**src/rtl/shifter_arbiter.sv**
```systemverilog
// shifter_arbiter: two valid/ready requesters share one external registered 8-bit shifter.
// Build option SHIFTER_ARB_FIXED_PRIO_EN selects strict channel-0 priority instead of round-robin.
module shifter_arbiter #(
  parameter int W  = 8,
  parameter int NW = 3
) (
  input  logic          Clock,
  input  logic          Reset,
  input  logic [1:0]    REQ_VALID,
  output logic [1:0]    REQ_READY,
  input  logic [W-1:0]  REQ_DATA0,
  input  logic [W-1:0]  REQ_DATA1,
  input  logic [NW-1:0] REQ_N0,
  input  logic [NW-1:0] REQ_N1,
  input  logic          REQ_DIR0,
  input  logic          REQ_DIR1,
  output logic [W-1:0]  SH_DATA_IN,
  output logic [NW-1:0] SH_N,
  output logic          SH_DIR,
  input  logic [W-1:0]  SH_DATA_OUT,
  output logic [1:0]    RSP_VALID,
  input  logic [1:0]    RSP_READY,
  output logic [W-1:0]  RSP_DATA,
  output logic          BUSY,
  output logic [1:0]    DBG_STATE
);

  typedef enum logic [1:0] {
    ST_IDLE  = 2'd0,
    ST_ISSUE = 2'd1,
    ST_WAIT  = 2'd2,
    ST_RESP  = 2'd3
  } state_t;

  state_t state_q, state_d;
  logic   gnt_q;
  logic   pick;
  logic   accept;
  logic   rsp_done;
`ifndef SHIFTER_ARB_FIXED_PRIO_EN
  logic   lg_q;
`endif

  // Handshakes: a transfer occurs on a rising edge where valid and ready are both high.
  // Requests are ready only in IDLE; a response stays valid until the granted channel's ready.
  always_ff @(posedge Clock) begin
    if (Reset) state_q <= ST_IDLE;
    else       state_q <= state_d;
  end

  always_comb begin
`ifdef SHIFTER_ARB_FIXED_PRIO_EN
    pick = ~REQ_VALID[0];
`else
    pick = (REQ_VALID == 2'b11) ? ~lg_q : REQ_VALID[1];
`endif
    state_d   = state_q;
    REQ_READY = 2'b00;
    accept    = 1'b0;
    rsp_done  = 1'b0;
    case (state_q)
      ST_IDLE: begin
        if (!Reset && (REQ_VALID != 2'b00)) begin
          REQ_READY = 2'b01 << pick;
          accept    = 1'b1;
          state_d   = ST_ISSUE;
        end
      end
      ST_ISSUE: state_d = ST_WAIT;
      ST_WAIT:  state_d = ST_RESP;
      ST_RESP: begin
        if (RSP_READY[gnt_q]) begin
          rsp_done = 1'b1;
          state_d  = ST_IDLE;
        end
      end
      default: state_d = ST_IDLE;
    endcase
  end

  // Operands stay on SH_* until the next accept; the shifter output is valid during WAIT.
  always_ff @(posedge Clock) begin
    if (Reset) begin
      SH_DATA_IN <= '0;
      SH_N       <= '0;
      SH_DIR     <= 1'b0;
      gnt_q      <= 1'b0;
      RSP_VALID  <= 2'b00;
      RSP_DATA   <= '0;
`ifndef SHIFTER_ARB_FIXED_PRIO_EN
      lg_q       <= 1'b1;
`endif
    end else begin
      if (accept) begin
        SH_DATA_IN <= pick ? REQ_DATA1 : REQ_DATA0;
        SH_N       <= pick ? REQ_N1 : REQ_N0;
        SH_DIR     <= pick ? REQ_DIR1 : REQ_DIR0;
        gnt_q      <= pick;
`ifndef SHIFTER_ARB_FIXED_PRIO_EN
        lg_q       <= pick;
`endif
      end
      if (state_q == ST_WAIT) begin
        RSP_DATA  <= SH_DATA_OUT;
        RSP_VALID <= 2'b01 << gnt_q;
      end else if (rsp_done) begin
        RSP_VALID <= 2'b00;
      end
    end
  end

  assign BUSY      = (state_q != ST_IDLE);
  assign DBG_STATE = state_q;

endmodule
```
**config.mk**
```make
export PLATFORM = sky130hd
export DESIGN_NAME = shifter_arbiter
export DESIGN_NICKNAME = d
export VERILOG_FILES = /design/src/rtl/shifter_arbiter.sv
export SDC_FILE = /design/constraint.sdc
export NUM_CORES = 1
export LEC_CHECK = 0
export ABC_AREA = 1
export CAP_MARGIN = 20
export CORE_MARGIN = 2
export CORE_UTILIZATION = 41
export DETAILED_ROUTE_END_ITERATION = 10
export DONT_BUFFER_PORTS = 1
export GPL_ROUTABILITY_DRIVEN = 0
export GPL_TIMING_DRIVEN = 0
export SYNTH_ARGS = -nofsm -noshare
export SYNTH_HDL_FRONTEND = slang
export SYNTH_SLANG_ARGS = --single-unit
```
**constraint.sdc**
```tcl
create_clock -name Clock -period 1.8 [get_ports Clock]
set_input_delay 0.18 -clock Clock [delete_from_list [all_inputs] [get_ports Clock]]
set_output_delay 0.18 -clock Clock [all_outputs]
set_load 0.02 [all_outputs]
```
==> impl_metrics.env <==
export IMPL_htree_levels=1
export IMPL_clock_sinks=26
export IMPL_ys_top_cells_by_count="64 x nand2_1, 26 x dfxtp_1, 19 x nor2_1"
export IMPL_relSlewSlack=0.695
export IMPL_p_comb_frac=0.338
export IMPL_seqPwrFrac=0.507
export IMPL_drv_slew=0
export IMPL_antenna_found_initial=0
export IMPL_syn_num_nets=219
export IMPL_syn_avg_cell_area_um2=6.76
export IMPL_yosysMostFrequentCell="nand2_1"
export IMPL_setup_viol=0
export IMPL_synthCells=178
export IMPL_wire_per_inst_um=13.1
export IMPL_grt_usage=0.180
export IMPL_yosysTopAreaCellShare=0.432
export IMPL_yosysSeqAreaShare=0.432
export IMPL_grt_ovfl_total=0
export IMPL_syn_area_um2=1200
export IMPL_grt_max_degree=15
export IMPL_fp_row_count=19
export IMPL_fmax_mhz=595
export IMPL_cts_clk_slew_worst_paths_ns=0.15
export IMPL_grt_pass1_wl_um=4730
export IMPL_synth_area_leaders="dfxtp_1 43%, nand2_1 20%, a21oi_1 7.1%"
export IMPL_ir_drop_mv=0.988
export IMPL_ys_ff_latch=26
export IMPL_crit_arrival_ns=1.50
export IMPL_max_cap_violations=0
export IMPL_critPathTopFamily="flip-flops"
export IMPL_remaining_drc_errors=0
export IMPL_drive_gt1_frac=0.110
export IMPL_die_y_um=58.2
export IMPL_post_cts_buffers=0
export IMPL_clock_path_buffers=2
export IMPL_finalSetupTns_ns=0
export IMPL_hold_class="input pin to flip-flop"
export IMPL_drt_pass1_iterations=4
export IMPL_coreArea_um2=2780
export IMPL_post_route_period_util=0.933
export IMPL_clock_skew_ns=0.00544
export IMPL_grt_pass1_vias=1168
export IMPL_diodes=0
export IMPL_critPathRequiredTime_ns=1.62
export IMPL_dp_hpwl_um=2130
export IMPL_numCtsBuffers=3
export IMPL_rsz0062_at_grt="no"
export IMPL_crit_chain="inv_1 > ha_4 > nand3_4 > clkbuf_4 > nor2_4"
export IMPL_cp_end_kind="output pin"
export IMPL_clk_latency_ns=0.32
export IMPL_swShare=0.438
export IMPL_clkPwrFrac=0.155
export IMPL_min_path_cells=3
export IMPL_reg2regPathDepth=7
export IMPL_drt_iter0_markers=38
export IMPL_period_needed_ns=1.68
export IMPL_routed_wl_um=2920
export IMPL_critPathLaunchType="flip-flop"
export IMPL_cp_depth=5
export IMPL_numPortBuffers=0
export IMPL_critPathSlowestCell="dfxtp_2"
export IMPL_final_antenna_net_count=0
export IMPL_yosys_area_top_type="dfxtp_1"
export IMPL_synthArstFlopShare=0
export IMPL_power_leakage_uw=0.000642
export IMPL_place_ws_ns=0.142
export IMPL_hold_viol=0
export IMPL_tightestPinTransition_ns=0.457
export IMPL_viasPerCell=5.17
export IMPL_cts_root_buf="clkbuf_4"
export IMPL_start_util=0.433
export IMPL_critPathBufInv=2
export IMPL_ys_types=15
export IMPL_yosys_warnings=0
export IMPL_cts_tree="done"
export IMPL_final_setup_worst_slack_ns=0.120
export IMPL_dieArea_um2=3380
export IMPL_crit_fanout=10
export IMPL_p_switching_uw=853
export IMPL_ios=65
export IMPL_crit_type="flip-flop to output pin"
export IMPL_p_int_uw=1100
export IMPL_power_density_nw_per_um2=1400
export IMPL_max_stage_delay_ns=0.40
export IMPL_areaGrowthSynthToFinish_pct=15.8
export IMPL_die_x_um=58.2
export IMPL_vias=1148
export IMPL_status="completed"
export IMPL_synth_edf_count=0
export IMPL_nNetsFinal=233
export IMPL_ys_flop_type="dfxtp_1"
registers in the layout, indices dropped and copies added, names as in the netlist:
name        count
SH_N            3
SH_DIR          1
lg_q            1
DBG_STATE       2
RSP_VALID       2
RSP_DATA        8
SH_DATA_IN      8
gnt_q           1
cell type report:
class	count	area, um^2
tap	31	38.8
clock buffer	4	36.3
sequential	26	523
inverter	12	45.0
buffer	9	52.6
fill	283	1390
timing repair buffer	9	90.1
multi-input combinational	131	608
metrics by stage:
| stage | util | hold slack, ns | total power [uW] | instance area (um^2) | cells |
|---|---|---|---|---|---|
| after floorplan | - | 0.249 | 1460 | 1200 | 178 |
| after global placement | 0.447 | 0.251 | 1560 | 1240 | 209 |
| after detailed placement | 0.447 | 0.252 | 1600 | 1240 | 209 |
| after CTS | 0.493 | 0.000631 | 1930 | 1370 | 221 |
| after global routing | 0.501 | 0.0311 | 2100 | 1390 | 222 |
| final | 0.501 | 0.0169 | 1950 | 1390 | 222 |
power by group through the flow:
| stage | sequential [uW] | combinational [uW] | clock [uW] |
|---|---|---|---|
| 6_report | 988 | 659 | 301 |
| 5_1_grt | 1010 | 763 | 333 |
| 4_1_cts | 991 | 627 | 309 |
| 3_5_place_dp | 1000 | 597 | 0 |
| 3_3_place_gp | 996 | 568 | 0 |
| 2_1_floorplan | 970 | 489 | 0 |
what timing repair did:
action / 4_1_cts / 5_1_grt
resized for setup: 5 / 4
gates cloned: 0 / 0
setup endpoints to repair: 2 / 2
hold buffers: 8 / 1
hold endpoints to repair: 10 / 1
per-layer routing:
metal,vias up,global-route usage,part of all wire
li1,587,-,-
met2,40,0.325,0.49
met1,517,0.204,0.42
met4,0,0.0465,0.014
met3,4,0.0580,0.069
met5,-,0,0
tightest hold or removal path, cell delays in order:
cell     delay (ns)
inv_2          0.04
nand2_1        0.07
a21oi_1        0.03
kinds of logic after synthesis:
| kind of cell | count (synthesis) | synth area share |
|---|---|---|
| fa+ha+maj | 3 | 0.0312 |
| flops | 26 | 0.432 |
| simple gates | 100 | 0.341 |
| buf+inv | 21 | 0.0790 |
| compound gates | 28 | 0.116 |
final timing paths:
kind / endpoint / from / slack [ns]
setup / recovery: REQ_READY[0] / DBG_STATE[1] / 0.12
hold / removal: DBG_STATE[0] / Reset / 0.02
setup reg to reg: RSP_DATA[2] / DBG_STATE[0] / 0.19
hold reg to reg: lg_q / lg_q / 0.49
layout by cell type, fill, tap and decap left out:
| master | synthesis | routed |
|---|---|---|
| nand3_4 | 1 | 1 |
| ha_4 | 0 | 1 |
| inv_2 | 3 | 5 |
| inv_1 | 9 | 7 |
| nand3_1 | 15 | 15 |
| ha_1 | 3 | 2 |
| o21ai_0 | 11 | 11 |
| dfxtp_1 | 26 | 24 |
| nor2_4 | 0 | 1 |
| buf_2 | 4 | 3 |
| nand2_2 | 1 | 1 |
| nor2_1 | 19 | 18 |
| buf_4 | 1 | 1 |
| buf_6 | 1 | 1 |
| dfxtp_2 | 0 | 2 |
| clkbuf_4 | 0 | 4 |
| dlygate4sd3_1 | 0 | 9 |
| clkbuf_1 | 3 | 3 |
| nand2_1 | 64 | 64 |
| a21oi_1 | 17 | 17 |
| clkbuf_8 | 0 | 1 |
Note: power is estimated with default switching activity, not from simulation.
